**src/rtl/sdrc_bank_arb_pkg.sv**
```systemverilog
// sdrc_bank_arb_pkg: command/state encodings, widths and helpers shared by the bank arbiter
package sdrc_bank_arb_pkg;
  localparam int SDR_REQ_ID_W = 4;
  localparam int REQ_BW = 3;
  typedef enum logic [1:0] {OP_PRE = 2'd0, OP_ACT = 2'd1, OP_RD = 2'd2, OP_WR = 2'd3} op_e;
  typedef enum logic {ARB_IDLE = 1'b0, ARB_GRANT = 1'b1} arb_state_e;
  function automatic logic is_row(input logic [1:0] c);
    return c == OP_PRE || c == OP_ACT;
  endfunction
endpackage

```
**src/rtl/sdrc_bank_arb_rr_pick.sv**
```systemverilog
// sdrc_rr_pick: first set bit of mask_i at or after rr_i (mod NB); ports mask_i, rr_i -> valid_o, idx_o
module sdrc_rr_pick #(
  parameter int NB = 4
) (
  input  logic [NB-1:0] mask_i,
  input  logic [1:0]    rr_i,
  output logic          valid_o,
  output logic [1:0]    idx_o
);
  assign valid_o = |mask_i;
  always_comb begin
    idx_o = rr_i;
    for (int k = NB - 1; k >= 0; k--)
      if (mask_i[rr_i + 2'(k)]) idx_o = rr_i + 2'(k);
  end
endmodule

```
**src/rtl/sdrc_bank_arb.sv**
```systemverilog
// sdrc_bank_arb: grants one of NB bank requests (bk_*) to the transfer controller (x_*), routes x_ack back as bk_ack
module sdrc_bank_arb
  import sdrc_bank_arb_pkg::*;
#(
  parameter int NB     = 4,
  parameter int ID_W   = SDR_REQ_ID_W,
  parameter int LEN_W  = REQ_BW,
  parameter int STARVE = 8
) (
  input  logic                clk,
  input  logic                reset_n,
  input  logic [NB-1:0]       bk_req,
  input  logic [2*NB-1:0]     bk_cmd,
  input  logic [13*NB-1:0]    bk_addr,
  input  logic [ID_W*NB-1:0]  bk_id,
  input  logic [LEN_W*NB-1:0] bk_len,
  input  logic [NB-1:0]       bk_start,
  input  logic [NB-1:0]       bk_last,
  input  logic [NB-1:0]       bk_wrap,
  output logic [NB-1:0]       bk_ack,
  output logic                x_req,
  output logic [1:0]          x_cmd,
  output logic [1:0]          x_ba,
  output logic [12:0]         x_addr,
  output logic [ID_W-1:0]     x_id,
  output logic [LEN_W-1:0]    x_len,
  output logic                x_start,
  output logic                x_last,
  output logic                x_wrap,
  input  logic                x_ack,
  input  logic [3:0]          trrd_delay
);
  localparam int SW = $clog2(STARVE + 1);
  arb_state_e state_q, state_d;
  logic [1:0] g_q, g_d, rr_q, rr_d;
  logic [3:0] trrd_q, trrd_d;
  logic [SW-1:0] starve_q [NB];
  logic [SW-1:0] starve_d [NB];
  logic [1:0] cmd [NB];
  logic [12:0] addr [NB];
  logic [ID_W-1:0] id [NB];
  logic [LEN_W-1:0] len [NB];
  logic [NB-1:0] elig, cls_a, cls_b;
  logic a_vld, b_vld, grant, acked;
  logic [1:0] a_idx, b_idx;
  for (genvar i = 0; i < NB; i++) begin : g_bank
    assign cmd[i]   = bk_cmd[2*i +: 2];
    assign addr[i]  = bk_addr[13*i +: 13];
    assign id[i]    = bk_id[ID_W*i +: ID_W];
    assign len[i]   = bk_len[LEN_W*i +: LEN_W];
    assign elig[i]  = bk_req[i] && !(cmd[i] == OP_ACT && trrd_q != 4'd0);
    assign cls_a[i] = elig[i] && (is_row(cmd[i]) || starve_q[i] == SW'(STARVE));
  end
  assign cls_b = elig & ~cls_a;
  sdrc_rr_pick #(.NB(NB)) u_pick_a (.mask_i(cls_a), .rr_i(rr_q), .valid_o(a_vld), .idx_o(a_idx));
  sdrc_rr_pick #(.NB(NB)) u_pick_b (.mask_i(cls_b), .rr_i(rr_q), .valid_o(b_vld), .idx_o(b_idx));
  assign grant   = state_q == ARB_GRANT;
  assign acked   = grant && x_ack;
  assign bk_ack  = acked ? NB'(1) << g_q : '0;
  assign x_req   = grant && bk_req[g_q];
  assign x_cmd   = grant ? cmd[g_q] : '0;
  assign x_ba    = grant ? g_q : '0;
  assign x_addr  = grant ? addr[g_q] : '0;
  assign x_id    = grant ? id[g_q] : '0;
  assign x_len   = grant ? len[g_q] : '0;
  assign x_start = grant && bk_start[g_q];
  assign x_last  = grant && bk_last[g_q];
  assign x_wrap  = grant && bk_wrap[g_q];
  always_comb begin
    state_d = state_q;
    g_d     = g_q;
    rr_d    = rr_q;
    trrd_d  = (acked && cmd[g_q] == OP_ACT) ? trrd_delay : (trrd_q != 4'd0 ? trrd_q - 4'd1 : 4'd0);
    if (!grant) begin
      state_d = (a_vld || b_vld) ? ARB_GRANT : ARB_IDLE;
      g_d     = a_vld ? a_idx : (b_vld ? b_idx : g_q);
    end else if (x_ack) begin
      state_d = ARB_IDLE;
      rr_d    = g_q + 2'd1;
    end else if (!bk_req[g_q]) begin
      state_d = ARB_IDLE;
    end
    for (int i = 0; i < NB; i++)
      starve_d[i] = (bk_ack[i] || !bk_req[i]) ? '0 :
                    (!is_row(cmd[i]) && starve_q[i] != SW'(STARVE)) ? starve_q[i] + SW'(1) : starve_q[i];
  end
  always_ff @(posedge clk) begin
    if (!reset_n) begin
      state_q <= ARB_IDLE;
      g_q     <= '0;
      rr_q    <= '0;
      trrd_q  <= '0;
      for (int i = 0; i < NB; i++) starve_q[i] <= '0;
    end else begin
      state_q <= state_d;
      g_q     <= g_d;
      rr_q    <= rr_d;
      trrd_q  <= trrd_d;
      for (int i = 0; i < NB; i++) starve_q[i] <= starve_d[i];
    end
  end
endmodule

```
**config.mk**
```make
export PLATFORM = sky130hd
export DESIGN_NAME = sdrc_bank_arb
export DESIGN_NICKNAME = d
export VERILOG_FILES = /design/src/rtl/sdrc_bank_arb_pkg.sv /design/src/rtl/sdrc_bank_arb_rr_pick.sv /design/src/rtl/sdrc_bank_arb.sv
export SDC_FILE = /design/constraint.sdc
export NUM_CORES = 1
export LEC_CHECK = 0
export BUFFER_PORTS_ARGS = -buffer_cell sky130_fd_sc_hd__buf_2
export CORE_ASPECT_RATIO = 1.5
export CORE_UTILIZATION = 40
export CTS_CLUSTER_DIAMETER = 200
export DETAILED_ROUTE_END_ITERATION = 10
export PLACE_DENSITY = 0.78
export SYNTH_ARGS = -nofsm -noshare
export SYNTH_HDL_FRONTEND = slang
export SYNTH_HIERARCHICAL = 1
export SYNTH_SLANG_ARGS = --single-unit
```
**constraint.sdc**
```tcl
create_clock -name clk -period 2.34 [get_ports clk]
set_clock_uncertainty 0.2 [all_clocks]
set_input_delay 0.351 -clock clk [delete_from_list [all_inputs] [get_ports clk]]
set_output_delay 0.351 -clock clk [all_outputs]
set_load 0.02 [all_outputs]
```
Word level (Yosys, flattened, before mapping)
Memories as Yosys holds them, arrays and structs flattened.
Index checks and enable logic that the tools add are counted.
- add/subtract/negate cells: 9
- magnitude comparators: 6
- eq/ne operators: 13
- shift operators: 1
- mux-type cells: 72
- bitwise logic cells: 8
- reduce and logical (&&, ||, !) cells: 57
- operator list (cell ; number):
    two-way mux 4 bit ; 18
    two-way mux 13 bit ; 3
    two-way mux 2 bit ; 14
    binary-select mux 13 bit (select 2 bit) ; 1
    binary-select mux 1 bit (select 2 bit) ; 12
    logical AND 1 bit ; 22
    two-way mux 1 bit ; 18
    adder 4 x 1 -> 4 bit, second input constant ; 4
    equality test 4 bit, second input constant ; 4
    inequality test 4 bit, second input constant ; 4
    less-than comparator 2 x 3 -> 1 bit, second input constant ; 5
    logical OR 1 bit ; 13
    zero test 1 bit ; 12
    equality test 2 x 1 -> 1 bit, second input constant ; 5
    two-way mux 3 bit ; 3
    binary-select mux 4 bit (select 2 bit) ; 1
    zero test 2 bit ; 4
    OR reduction 4 bit ; 2
    binary-select mux 3 bit (select 2 bit) ; 1
    adder 2 x 1 -> 2 bit, second input constant ; 2
    adder 2 bit, second input constant ; 2
    AND 4 bit ; 1
    binary-select mux 2 bit (select 2 bit) ; 1
    inverter 4 bit ; 1
    9 further kinds ; 13
- register bits after elaboration: 9
- bits in writable memories: 16
- input bits: 111
- output and inout port bits: 32
- word-level logic and storage cells: 171
- memories: 1
- memories (memory ; words ; bits a word ; rd ports ; clocked after memory_dff ; wr ports ; RTL line ; text):
    starve_q ; 4 ; 4 ; 4 ; 0 ; 4 ; sdrc_bank_arb.sv:37 ; logic [SW-1:0] starve_q [NB];

Logic depth before layout (Yosys ltp)
Gate-level depths: netlist (run 1).
- depth after elaboration: 15
- mapped depth: 11
- gate-level depth less buffers: 11

Hierarchy
The synthesis (run 1) kept the hierarchy.
- by module, submodules not included (module ; instances ; cells each ; area an instance (µm²) ; sequential area each (µm²)):
    sdrc_bank_arb ; 1 ; 226 ; 2208.4 ; 500.5
    sdrc_rr_pick ; 2 ; 16 ; 100.1 ; 0.0

Least setup slack after synthesis (run 1)
OpenSTA, ideal clock, no wires.
- kind: reg-to-reg
- start point: mem starve_q[0][12] in the netlist's numbering
- end point: reg g_q[1]
- library setup time: 0.086 ns
- arrival: 2.207 ns
- data required time: 2.054 ns
- slack: -0.153 ns
- stages on the path, launching flop included: 11
- path buffers: 0
- clock period less this slack: 2.493 ns
- cells stage by stage: dfxtp_1 > inv_1 > ha_1 > nand2_1 > o21ai_0 > nor2b_1 > and3b_1 > or4_1 > nand2_1 > mux2i_1 > a211oi_1
- RTL lines (what ; RTL line ; text):
    from (decl) ; sdrc_bank_arb.sv:37 ;
    to (signal assigned) ; sdrc_bank_arb.sv:96 ; g_q <= g_d;
    to (decl) ; sdrc_bank_arb.sv:35 ; logic [1:0] g_q, g_d, rr_q, rr_d;

Worst setup path in the final report (run 1)
- start point: reg g_q[0]
- end point: out x_cmd[0]
- longest elaborated chain between the ends: 5
- RTL lines (what ; RTL line ; text):
    inverter 2 -> 3 bit (not written as such) ; sdrc_bank_arb.sv:61 ; assign x_cmd = grant ? cmd[g_q] : '0;
    binary-select mux 2 bit (select 2 bit) ; sdrc_bank_arb.sv:61 ;
    two-way mux 2 bit (not written as such) (2 in a row) ; sdrc_bank_arb.sv:61 ;
    two-way mux 2 bit ; sdrc_bank_arb.sv:61 ;
    to (decl) ; sdrc_bank_arb.sv:22 ; output logic [1:0] x_cmd,
Every way passes these cells. The select of a mux whose other input is x is not followed.

==> flow_metrics.env, run 1 <==
export IMPL_status="finished, final reports clean"
export IMPL_p_int_w=0.000998
export IMPL_r2r_cells=10
export IMPL_dp_hpwl_um=6130
export IMPL_cts_tree="built"
export IMPL_die_area_mm2=0.00634
export IMPL_reg2reg_from="trrd_q[2]$_SDFF_PN0_"
export IMPL_power_frac_comb_pct=53.0
export IMPL_ys_top_cells_by_area="mux4_2 23%, dfxtp_1 21%, and2_1 7.0%, ha_1 6.2%, nor2_1 4.8%"
export IMPL_ys_ff_latch=25
export IMPL_crit_arrival_ns=1.76
export IMPL_worstPathRequired_ns=1.79
export IMPL_synth_compound_area_share_pct=10.7
export IMPL_synthArstFlopShare_pct=0
export IMPL_switching_share_pct=37.1
export IMPL_grt_max_degree=21
export IMPL_num_vias=2733
export IMPL_synth_nets=381
export IMPL_ios=143
export IMPL_multiInputGateArea_mm2=0.00188
export IMPL_cts_root_buf="clkbuf_8"
export IMPL_avgSynthCellArea_um2=9.34
export IMPL_synth_area_mm2=0.00241
export IMPL_antenna_cells=0
export IMPL_synth_cells=258
export IMPL_ff_latch_area_um2=512
export IMPL_synth_top_family_by_area="simple AND/OR/NAND/NOR gates"
export IMPL_startpoint_type="flop"
export IMPL_p_per_area_mw_per_mm2=455
export IMPL_synth_top_area_share_pct=23.4
export IMPL_regToRegSetupSlack_ns=0.07
export IMPL_synthMuxAreaShare_pct=27.2
export IMPL_yosysMostFrequentCell="nor2_1"
export IMPL_timing_slew_headroom_pct=63.4
export IMPL_grt_first_pass_wirelength_um=11500
export IMPL_die_w_um=65.4
export IMPL_grt_overflow=0
export IMPL_cts_htree_levels=1
export IMPL_post_route_util_pct=60.3
export IMPL_yosys_area_share_xor_xnor_pct=3.27
export IMPL_firstDrtPassIters=5
export IMPL_hold_violations=0
export IMPL_clk_path_buf_depth=2
export IMPL_clk_insertion_delay_late_ns=0.28
export IMPL_hold_start="trrd_delay[0]"
export IMPL_rsz0062_at_grt="yes"
export IMPL_fillers=499
export IMPL_synthAdderAreaFrac_pct=6.23
export IMPL_grt_usage_pct=23.2
export IMPL_antenna_left=0
export IMPL_antenna_found_initial=0
export IMPL_cts_buffers=3
export IMPL_hold_class="primary input to flop"
export IMPL_setup_viol=0
export IMPL_start_util_pct=41.6
export IMPL_wl_um=7610
export IMPL_p_switching_w=0.000588
export IMPL_endpoint_kind="output pin"
export IMPL_die_y_um=97.0
export IMPL_reg2reg_to="g_q[1]$_SDFFE_PN0P_"
export IMPL_cts_sinks=25
export IMPL_path_class="flop to output pin"
export IMPL_leakagePower_nw=1.66
export IMPL_fp_coreArea_mm2=0.00579
export IMPL_place_congestion=0.825
export IMPL_yosysUniqueCellTypes=41
export IMPL_drc=0
export IMPL_pwr_share_clk_pct=17.0
export IMPL_clkTransAtPathRegs_ns=0.09
export IMPL_seq_area_frac_synth_pct=20.8
export IMPL_whs_endpoint="trrd_q[0]$_SDFF_PN0_"
export IMPL_post_route_min_period_ns=2.32
export IMPL_placed_cell_area_mm2=0.00333
export IMPL_fin_crit_sh_pct=98.9
export IMPL_critPathMaxFanout=13
export IMPL_maxCapViolations=0
export IMPL_drv_slew=0
export IMPL_synth_common_cells="31 x nor2_1, 27 x and2_1, 25 x dfxtp_1, 25 x mux4_2, 13 x inv_1"
export IMPL_worst_pin_slew_ns=0.548
export IMPL_fin_area_mm2=0.00349
export IMPL_grt_pass1_vias=2556
export IMPL_synth_top_area_cell="mux4_2"
export IMPL_nets=543
export IMPL_numPortBuffers=142
export IMPL_layout_drive_gt1_share_pct=57.3
export IMPL_worstHoldPathCells=3
export IMPL_ys_warn_count=6
export IMPL_max_freq_ghz=0.432
export IMPL_syn_to_final_growth_pct=44.8
export IMPL_wl_per_cell_um=15.5
export IMPL_ys_flop_type="dfxtp_1"
export IMPL_rows=34
export IMPL_drt_vias_per_instance=5.57
export IMPL_dr_first_iter_drc_count=107
export IMPL_pwr_share_seq_pct=30.0
export IMPL_yosys_area_share_simple_pct=27.3
export IMPL_synth_edff_count=0
export IMPL_vdd_ir_drop_worst_v=0.000370
## cells by family (layout without fill, tap and decap cells)
| family | Yosys count | count (layout) |
|---|---|---|
| simple gates | 119 | 119 |
| compound gates | 37 | 37 |
| mux | 34 | 34 |
| flops | 25 | 25 |
| buf+inv | 22 | 183 |
| fa+ha+maj | 12 | 12 |
| xor+xnor | 9 | 9 |
## final cells by class
class / instances / share of cell area, %
inverter: 13 / 1.40
clock inverter: 1 / 0.144
multi-input combinational: 211 / 54.0
tap: 72 / 2.58
timing repair buffer: 166 / 26.0
clock buffer: 3 / 1.18
sequential: 25 / 14.7
## layout by cell type (no fill, tap or decap), types with 3 or more instances in the layout
cell        n
dfxtp_1    16
and3_1      4
dfxtp_2     9
nand3_1     7
a211oi_1    3
and2b_2     4
inv_1      12
xnor2_1     4
nand2b_1    4
or2_2       3
nand3b_1    9
o21ai_1     4
buf_4      22
clkbuf_8    3
buf_2     142
ha_1       12
xor2_1      5
a21oi_2     3
a21oi_1     9
nor2_1     29
nand4_1     4
mux2i_1     7
mux4_2     25
o21ai_0     4
and2_1     20
nand2_1    10
nor3_1      4
and2_4      7
## metrics by stage
stage               hold WS (ns)  total power [W]  setup slack, ns  TNS, ns  std cells
finish                     0.123          0.00159           0.0249        0        491
global route               0.132          0.00168          -0.0522  -0.0876        491
CTS                        0.128          0.00155           0.0136        0        488
detailed placement         0.272          0.00128          0.00516        0        484
global placement           0.265          0.00127           0.0739        0        484
floorplan                  0.248         0.000996           0.0131        0        258
## how the worst max path moves through the flow
stage	startpoint	to	slack [ns]	cells after the start
CTS	trrd_q[1]$_SDFF_PN0_	g_q[1]$_SDFFE_PN0P_	0.01	9
global placement	trrd_q[0]$_SDFF_PN0_	g_q[1]$_SDFFE_PN0P_	0.07	10
detailed placement	trrd_q[3]$_SDFF_PN0_	g_q[1]$_SDFFE_PN0P_	0.005	10
floorplan	starve_q[0][12]$_SDFFE_PP0P_	g_q[1]$_SDFFE_PN0P_	0.01	10
global route	starve_q[0][12]$_SDFFE_PP0P_	g_q[1]$_SDFFE_PN0P_	-0.05	10
finish	g_q[0]$_SDFFE_PN0P_	x_cmd[0]	0.02	4
## worst max-delay path, cell delays in order, from the launching register on
cell and delay (ns):
dfxtp_2 0.37, buf_6 0.18, mux4_2 0.56, and2_2 0.21
buf_2 0.15
## flip-flops by register name, indices dropped and copies added, names as in the netlist
name	count
grant	1
rr_q	2
g_q	2
trrd_q	4
starve_q	16
## timing repair
action                     in CTS  in global routing
pin swaps                       0                  6
gates resized for setup         2                 34
setup endpoints to repair       2                 11
setup buffers                   0                  3
hold buffers                    0                  0
## power by group through the flow
stage / sequential, W / clock (W) / combinational (W)
after global routing: 0.000480 / 0.000295 / 0.000903
after global placement: 0.000481 / 0 / 0.000786
after CTS: 0.000473 / 0.000274 / 0.000806
final: 0.000476 / 0.000270 / 0.000840
after floorplan: 0.000476 / 0 / 0.000520
after detailed placement: 0.000483 / 0 / 0.000800
## routing by layer
metal | up-vias | GRT usage, % | part of all wire [%]
li1 | 1267 | - | -
met1 | 1272 | 25.7 | 35
met2 | 174 | 43.2 | 51
met3 | 20 | 3.07 | 11
met4 | 0 | 8.36 | 2.3
met5 | - | 0 | 0
Note: power is estimated with default switching activity, not from simulation.
==> run 2: changes to the inputs <==
--- a/config.mk
+++ b/config.mk
@@ -6,11 +6,13 @@
 export NUM_CORES = 1
 export LEC_CHECK = 0
 export BUFFER_PORTS_ARGS = -buffer_cell sky130_fd_sc_hd__buf_2
+export CELL_PAD_IN_SITES_DETAIL_PLACEMENT = 1
+export CELL_PAD_IN_SITES_GLOBAL_PLACEMENT = 2
 export CORE_ASPECT_RATIO = 1.5
-export CORE_UTILIZATION = 40
+export CORE_UTILIZATION = 22
 export CTS_CLUSTER_DIAMETER = 200
 export DETAILED_ROUTE_END_ITERATION = 10
-export PLACE_DENSITY = 0.78
+export PLACE_DENSITY_LB_ADDON = 0.1
 export SYNTH_ARGS = -nofsm -noshare
 export SYNTH_HDL_FRONTEND = slang
 export SYNTH_HIERARCHICAL = 1
==> flow_metrics.env, run 2 (same netlist as run 1, synthesis figures left out) <==
export IMPL_crit_arrival_ns=1.74
export IMPL_grtUsageMet3_pct=3.42
export IMPL_die_y_um=130
export IMPL_fin_area_mm2=0.00367
export IMPL_final_common_cell="buf_2"
export IMPL_worstHoldPathCells=3
export IMPL_reg2reg_to="g_q[1]$_SDFFE_PN0P_"
export IMPL_fin_crit_sh_pct=97.7
export IMPL_place_inst=563
export IMPL_worst_pin_slew_ns=0.460
export IMPL_grt_use_met1_pct=18.8
export IMPL_finalSetupTns_ns=0
export IMPL_startpoint="g_q[0]$_SDFFE_PN0P_"
export IMPL_maxCapViolations=0
export IMPL_top_register="starve_q"
export IMPL_wl_per_cell_um=17.2
export IMPL_max_freq_ghz=0.437
export IMPL_ios=143
export IMPL_cts_tree="built"
export IMPL_top_regs="starve_q x16, trrd_q x4"
export IMPL_worstPathRequired_ns=1.79
export IMPL_layout_drive_gt1_share_pct=57.4
export IMPL_firstDrtPassIters=4
export IMPL_nets=549
export IMPL_clk_path_buf_depth=2
export IMPL_dr_first_iter_drc_count=36
export IMPL_setup_viol=0
export IMPL_critPathMaxFanout=9
export IMPL_antenna_found_initial=0
export IMPL_clk_insertion_delay_late_ns=0.27
export IMPL_drv_slew=0
export IMPL_timing_slew_headroom_pct=69.3
export IMPL_die_w_um=87.4
export IMPL_hold_violations=0
export IMPL_grt_usage_pct=16.9
export IMPL_drt_vias_per_instance=4.73
export IMPL_fp_coreArea_mm2=0.0106
export IMPL_leakagePower_nw=1.70
export IMPL_placed_cell_area_mm2=0.00348
export IMPL_place_congestion=0.782
export IMPL_cts_buffers=3
export IMPL_start_util_pct=22.7
export IMPL_post_route_min_period_ns=2.29
export IMPL_wl_um=9760
export IMPL_whs_endpoint="trrd_q[0]$_SDFF_PN0_"
export IMPL_cts_root_buf="clkbuf_16"
export IMPL_holdWs_ns=0.144
export IMPL_p_per_area_mw_per_mm2=476
export IMPL_die_area_mm2=0.0114
export IMPL_dp_hpwl_um=8280
export IMPL_grt_most_used_layer="met2"
export IMPL_r2r_cells=10
export IMPL_final_cell_mix="139 x buf_2, 30 x buf_4, 25 x mux4_2, 25 x nor2_1, 24 x dfxtp_1"
export IMPL_antenna_left=0
export IMPL_drc=0
export IMPL_startpoint_type="flop"
export IMPL_grt_max_degree=25
export IMPL_largest_register_ffs=16
export IMPL_cts_htree_levels=1
export IMPL_rows=46
export IMPL_fin_cells=569
export IMPL_grt_pass1_vias=2827
export IMPL_path_class="flop to output pin"
export IMPL_clkTransAtPathRegs_ns=0.07
export IMPL_endpoint_kind="output pin"
export IMPL_syn_to_final_growth_pct=52.4
export IMPL_grt_first_pass_wirelength_um=14500
export IMPL_antenna_cells=0
export IMPL_num_vias=2691
export IMPL_reg2reg_from="starve_q[0][12]$_SDFFE_PP0P_"
export IMPL_regToRegSetupSlack_ns=0.07
export IMPL_status="finished, final reports clean"
export IMPL_use_met2_pct=32.0
export IMPL_rsz0062_at_grt="yes"
export IMPL_numPortBuffers=142
export IMPL_hold_class="primary input to flop"
export IMPL_grt_overflow=0
export IMPL_hold_start="trrd_delay[0]"
export IMPL_cts_hold_buf=0
export IMPL_vdd_ir_drop_worst_v=0.000235
export IMPL_cts_sinks=25
==> run 2: changes by cell type in the layout (fill, tap and decap cells not counted), sizes merged <==
| cell | change |
|---|---|
| buf | +6 |
| clkbuf | +1 |
| clkinv | -1 |
==> run 2: worst max path at each step <==
stage	endpoint	slack, ns
finish	x_cmd[0]	0.05
global route	g_q[1]$_SDFFE_PN0P_	-0.05
CTS	g_q[1]$_SDFFE_PN0P_	0.002
detailed placement	g_q[1]$_SDFFE_PN0P_	-0.05
global placement	g_q[1]$_SDFFE_PN0P_	0.02
floorplan	g_q[1]$_SDFFE_PN0P_	0.01
==> run 2: repair_timing <==
action | 4_1_cts | 5_1_grt
pin swaps | 1 | 7
setup endpoints to repair | 3 | 11
setup buffers | 1 | 1
gates resized for setup | 12 | 24
gates cloned | 0 | 0
==> run 2: stage by stage <==
stage	total power, W	worst slack, ns	utilization [%]
4_1_cts	0.00176	0.00229	34.0
3_5_place_dp	0.00133	-0.0507	32.9
2_1_floorplan	0.000996	0.0131	-
5_1_grt	0.00187	-0.0544	34.7
3_3_place_gp	0.00132	0.0247	32.9
6_report	0.00175	0.0533	34.7
==> run 2: per-layer routing <==
| metal | vias up | wire, µm |
|---|---|---|
| met5 | - | 0 |
| met4 | 0 | 104 |
| met3 | 6 | 864 |
| met2 | 121 | 5000 |
| met1 | 1291 | 3800 |
| li1 | 1273 | - |
==> run 2: cell type report <==
cell class                      count  area, µm²
Clock buffer                        4       78.8
Fill cell                        1316       6920
Inverter                           13       48.8
Multi-Input combinational cell    211       1890
Sequential cell                    25        502
Tap cell                          144        180
Timing Repair Buffer              172        972
==> run 2: worst max-delay path, stage by stage, from the launching register on <==
cell and delay [ns]:
dfxtp_2 0.35, buf_4 0.19, mux4_2 0.56, and2_2 0.21, buf_2 0.15
==> run 2: power by group <==
group          switching, W  internal, W  leakage (nW)  total [W]
Clock              0.000165     0.000234        0.0382   0.000399
Sequential        0.0000286     0.000445         0.203   0.000474
Combinational      0.000426     0.000449          1.45   0.000875
Total              0.000620      0.00113          1.70    0.00175
==> run 3: changes to the inputs <==
==> constraint.sdc (replaced) <==
create_clock -name clk -period 1.9 [get_ports clk]
set_clock_uncertainty 0.2 [all_clocks]
set_input_delay 0.285 -clock clk [delete_from_list [all_inputs] [get_ports clk]]
set_output_delay 0.285 -clock clk [all_outputs]
set_load 0.02 [all_outputs]
==> flow_metrics.env, run 3 (same netlist as run 1, synthesis figures left out) <==
export IMPL_dp_hpwl_um=8150
export IMPL_power_total_w=0.00255
export IMPL_numPortBuffers=142
export IMPL_max_freq_ghz=0.448
export IMPL_cts_htree_levels=1
export IMPL_grt_usage_pct=17.6
export IMPL_fillers=1286
export IMPL_drv_slew=0
export IMPL_layout_drive_gt1_share_pct=67.0
export IMPL_grt_max_degree=17
export IMPL_status="finished, violations left"
export IMPL_leakagePower_nw=2.03
export IMPL_timing_slew_headroom_pct=64.4
export IMPL_rsz0062_at_grt="yes"
export IMPL_antenna_left=0
export IMPL_largest_register_ffs=16
export IMPL_top_regs="starve_q x16, trrd_q x4"
export IMPL_failed_checks="negative setup slack"
export IMPL_wl_um=10200
export IMPL_die_y_um=130
export IMPL_num_vias=2858
export IMPL_hold_class="primary input to flop"
export IMPL_final_common_cell="buf_2"
export IMPL_nets=591
export IMPL_fin_cells=611
export IMPL_place_inst=594
export IMPL_grt_use_met1_pct=18.3
export IMPL_final_cell_mix="115 x buf_2, 58 x buf_4, 33 x buf_6"
export IMPL_p_per_area_mw_per_mm2=581
export IMPL_cts_sinks=25
export IMPL_syn_to_final_growth_pct=82.0
export IMPL_dr_first_iter_drc_count=68
export IMPL_wl_per_cell_um=16.7
export IMPL_grtUsageMet3_pct=2.72
export IMPL_clkTransAtPathRegs_ns=0.06
export IMPL_worst_pin_slew_ns=0.527
export IMPL_holdWs_ns=0.0849
export IMPL_grt_most_used_layer="met2"
export IMPL_maxCapViolations=0
export IMPL_drc=0
export IMPL_top_register="starve_q"
export IMPL_hold_violations=0
export IMPL_drt_vias_per_instance=4.68
export IMPL_post_route_min_period_ns=2.23
export IMPL_post_route_util_pct=41.4
export IMPL_startpoint_type="flop"
export IMPL_fp_coreArea_mm2=0.0106
export IMPL_grt_pass1_vias=3008
export IMPL_start_util_pct=22.7
export IMPL_clk_path_buf_depth=2
export IMPL_path_class="flop to flop"
export IMPL_rows=46
export IMPL_place_ws_ns=-0.415
export IMPL_endpoint_kind="flop"
export IMPL_crit_arrival_ns=2.21
export IMPL_cts_hold_buf=0
export IMPL_cts_root_buf="clkbuf_16"
export IMPL_grt_overflow=0
export IMPL_fin_crit_sh_pct=117
export IMPL_antenna_cells=0
export IMPL_firstDrtPassIters=4
export IMPL_cts_tree="built"
export IMPL_die_w_um=87.4
export IMPL_vdd_ir_drop_worst_v=0.000251
export IMPL_die_area_mm2=0.0114
export IMPL_setup_viol=37
export IMPL_clk_insertion_delay_late_ns=0.27
export IMPL_worstPathRequired_ns=1.88
export IMPL_cts_buffers=3
export IMPL_grt_first_pass_wirelength_um=15100
export IMPL_use_met2_pct=35.8
export IMPL_place_congestion=0.747
export IMPL_antenna_found_initial=0
export IMPL_final_setup_worst_slack_ns=-0.332
export IMPL_ios=143
export IMPL_critPathMaxFanout=4
## run 3: cell types whose count changed in the layout (fill, tap and decap cells not counted), sizes merged
cell / change
buf: +40
bufbuf: +2
## run 3: cell type report
class                   instances  area, µm²  share of cell area, %
multi-input cells             211       1990                   45.4
repair buffers                214       1570                   35.8
well taps                     144        180                   4.11
inverters                      13       48.8                   1.11
flip-flops and latches         25        513                   11.7
clock buffers                   4       78.8                   1.80
## run 3: power breakdown
| part | total, W | internal (W) | switching [W] |
|---|---|---|---|
| sequential | 0.000586 | 0.000549 | 0.0000380 |
| clock | 0.000495 | 0.000288 | 0.000206 |
| combinational | 0.00147 | 0.000865 | 0.000601 |
| total | 0.00255 | 0.00170 | 0.000846 |
## run 3: timing repair
| action | 4_1_cts | 5_1_grt |
|---|---|---|
| gates cloned | 3 | 0 |
| buffers inserted | 11 | 4 |
| endpoints found under the setup margin | 37 | 37 |
| pin swaps | 22 | 19 |
| resized for setup | 79 | 39 |
## run 3: worst max-delay path, cell delays in order, from the launching register on
cell and delay, ns:
dfxtp_2 0.33, nor4_4 0.28, buf_6 0.17, o21ai_4 0.07, nor2b_4 0.11, and3b_1 0.17
or4_1 0.48, nand2_1 0.08, mux2i_1 0.07, a211oi_1 0.19
## run 3: path summary, 6_finish.rpt
kind                           startpoint                      endpoint  slack, ns  cells past startpoint
max reg2reg          trrd_q[1]$_SDFF_PN0_           g_q[1]$_SDFFE_PN0P_      -0.33                      9
min reg2reg  starve_q[0][11]$_SDFFE_PP0P_  starve_q[0][11]$_SDFFE_PP0P_       0.32                      2
min                         trrd_delay[1]          trrd_q[1]$_SDFF_PN0_       0.08                      3
max                  trrd_q[1]$_SDFF_PN0_           g_q[1]$_SDFFE_PN0P_      -0.33                      9
## run 3: per-stage QoR
stage	TNS, ns	instance area [µm²]
2_1_floorplan	-0.348	2500
3_3_place_gp	-1.86	3790
3_5_place_dp	-2.34	3790
4_1_cts	-8.45	4260
5_1_grt	-9.33	4380
6_report	-7.34	4380
## run 3: per-layer routing
metal / up-vias / part of all wire (%)
met5: - / 0
met4: 0 / 0.97
met3: 5 / 6.8
met2: 111 / 55
met1: 1376 / 37
li1: 1366 / -
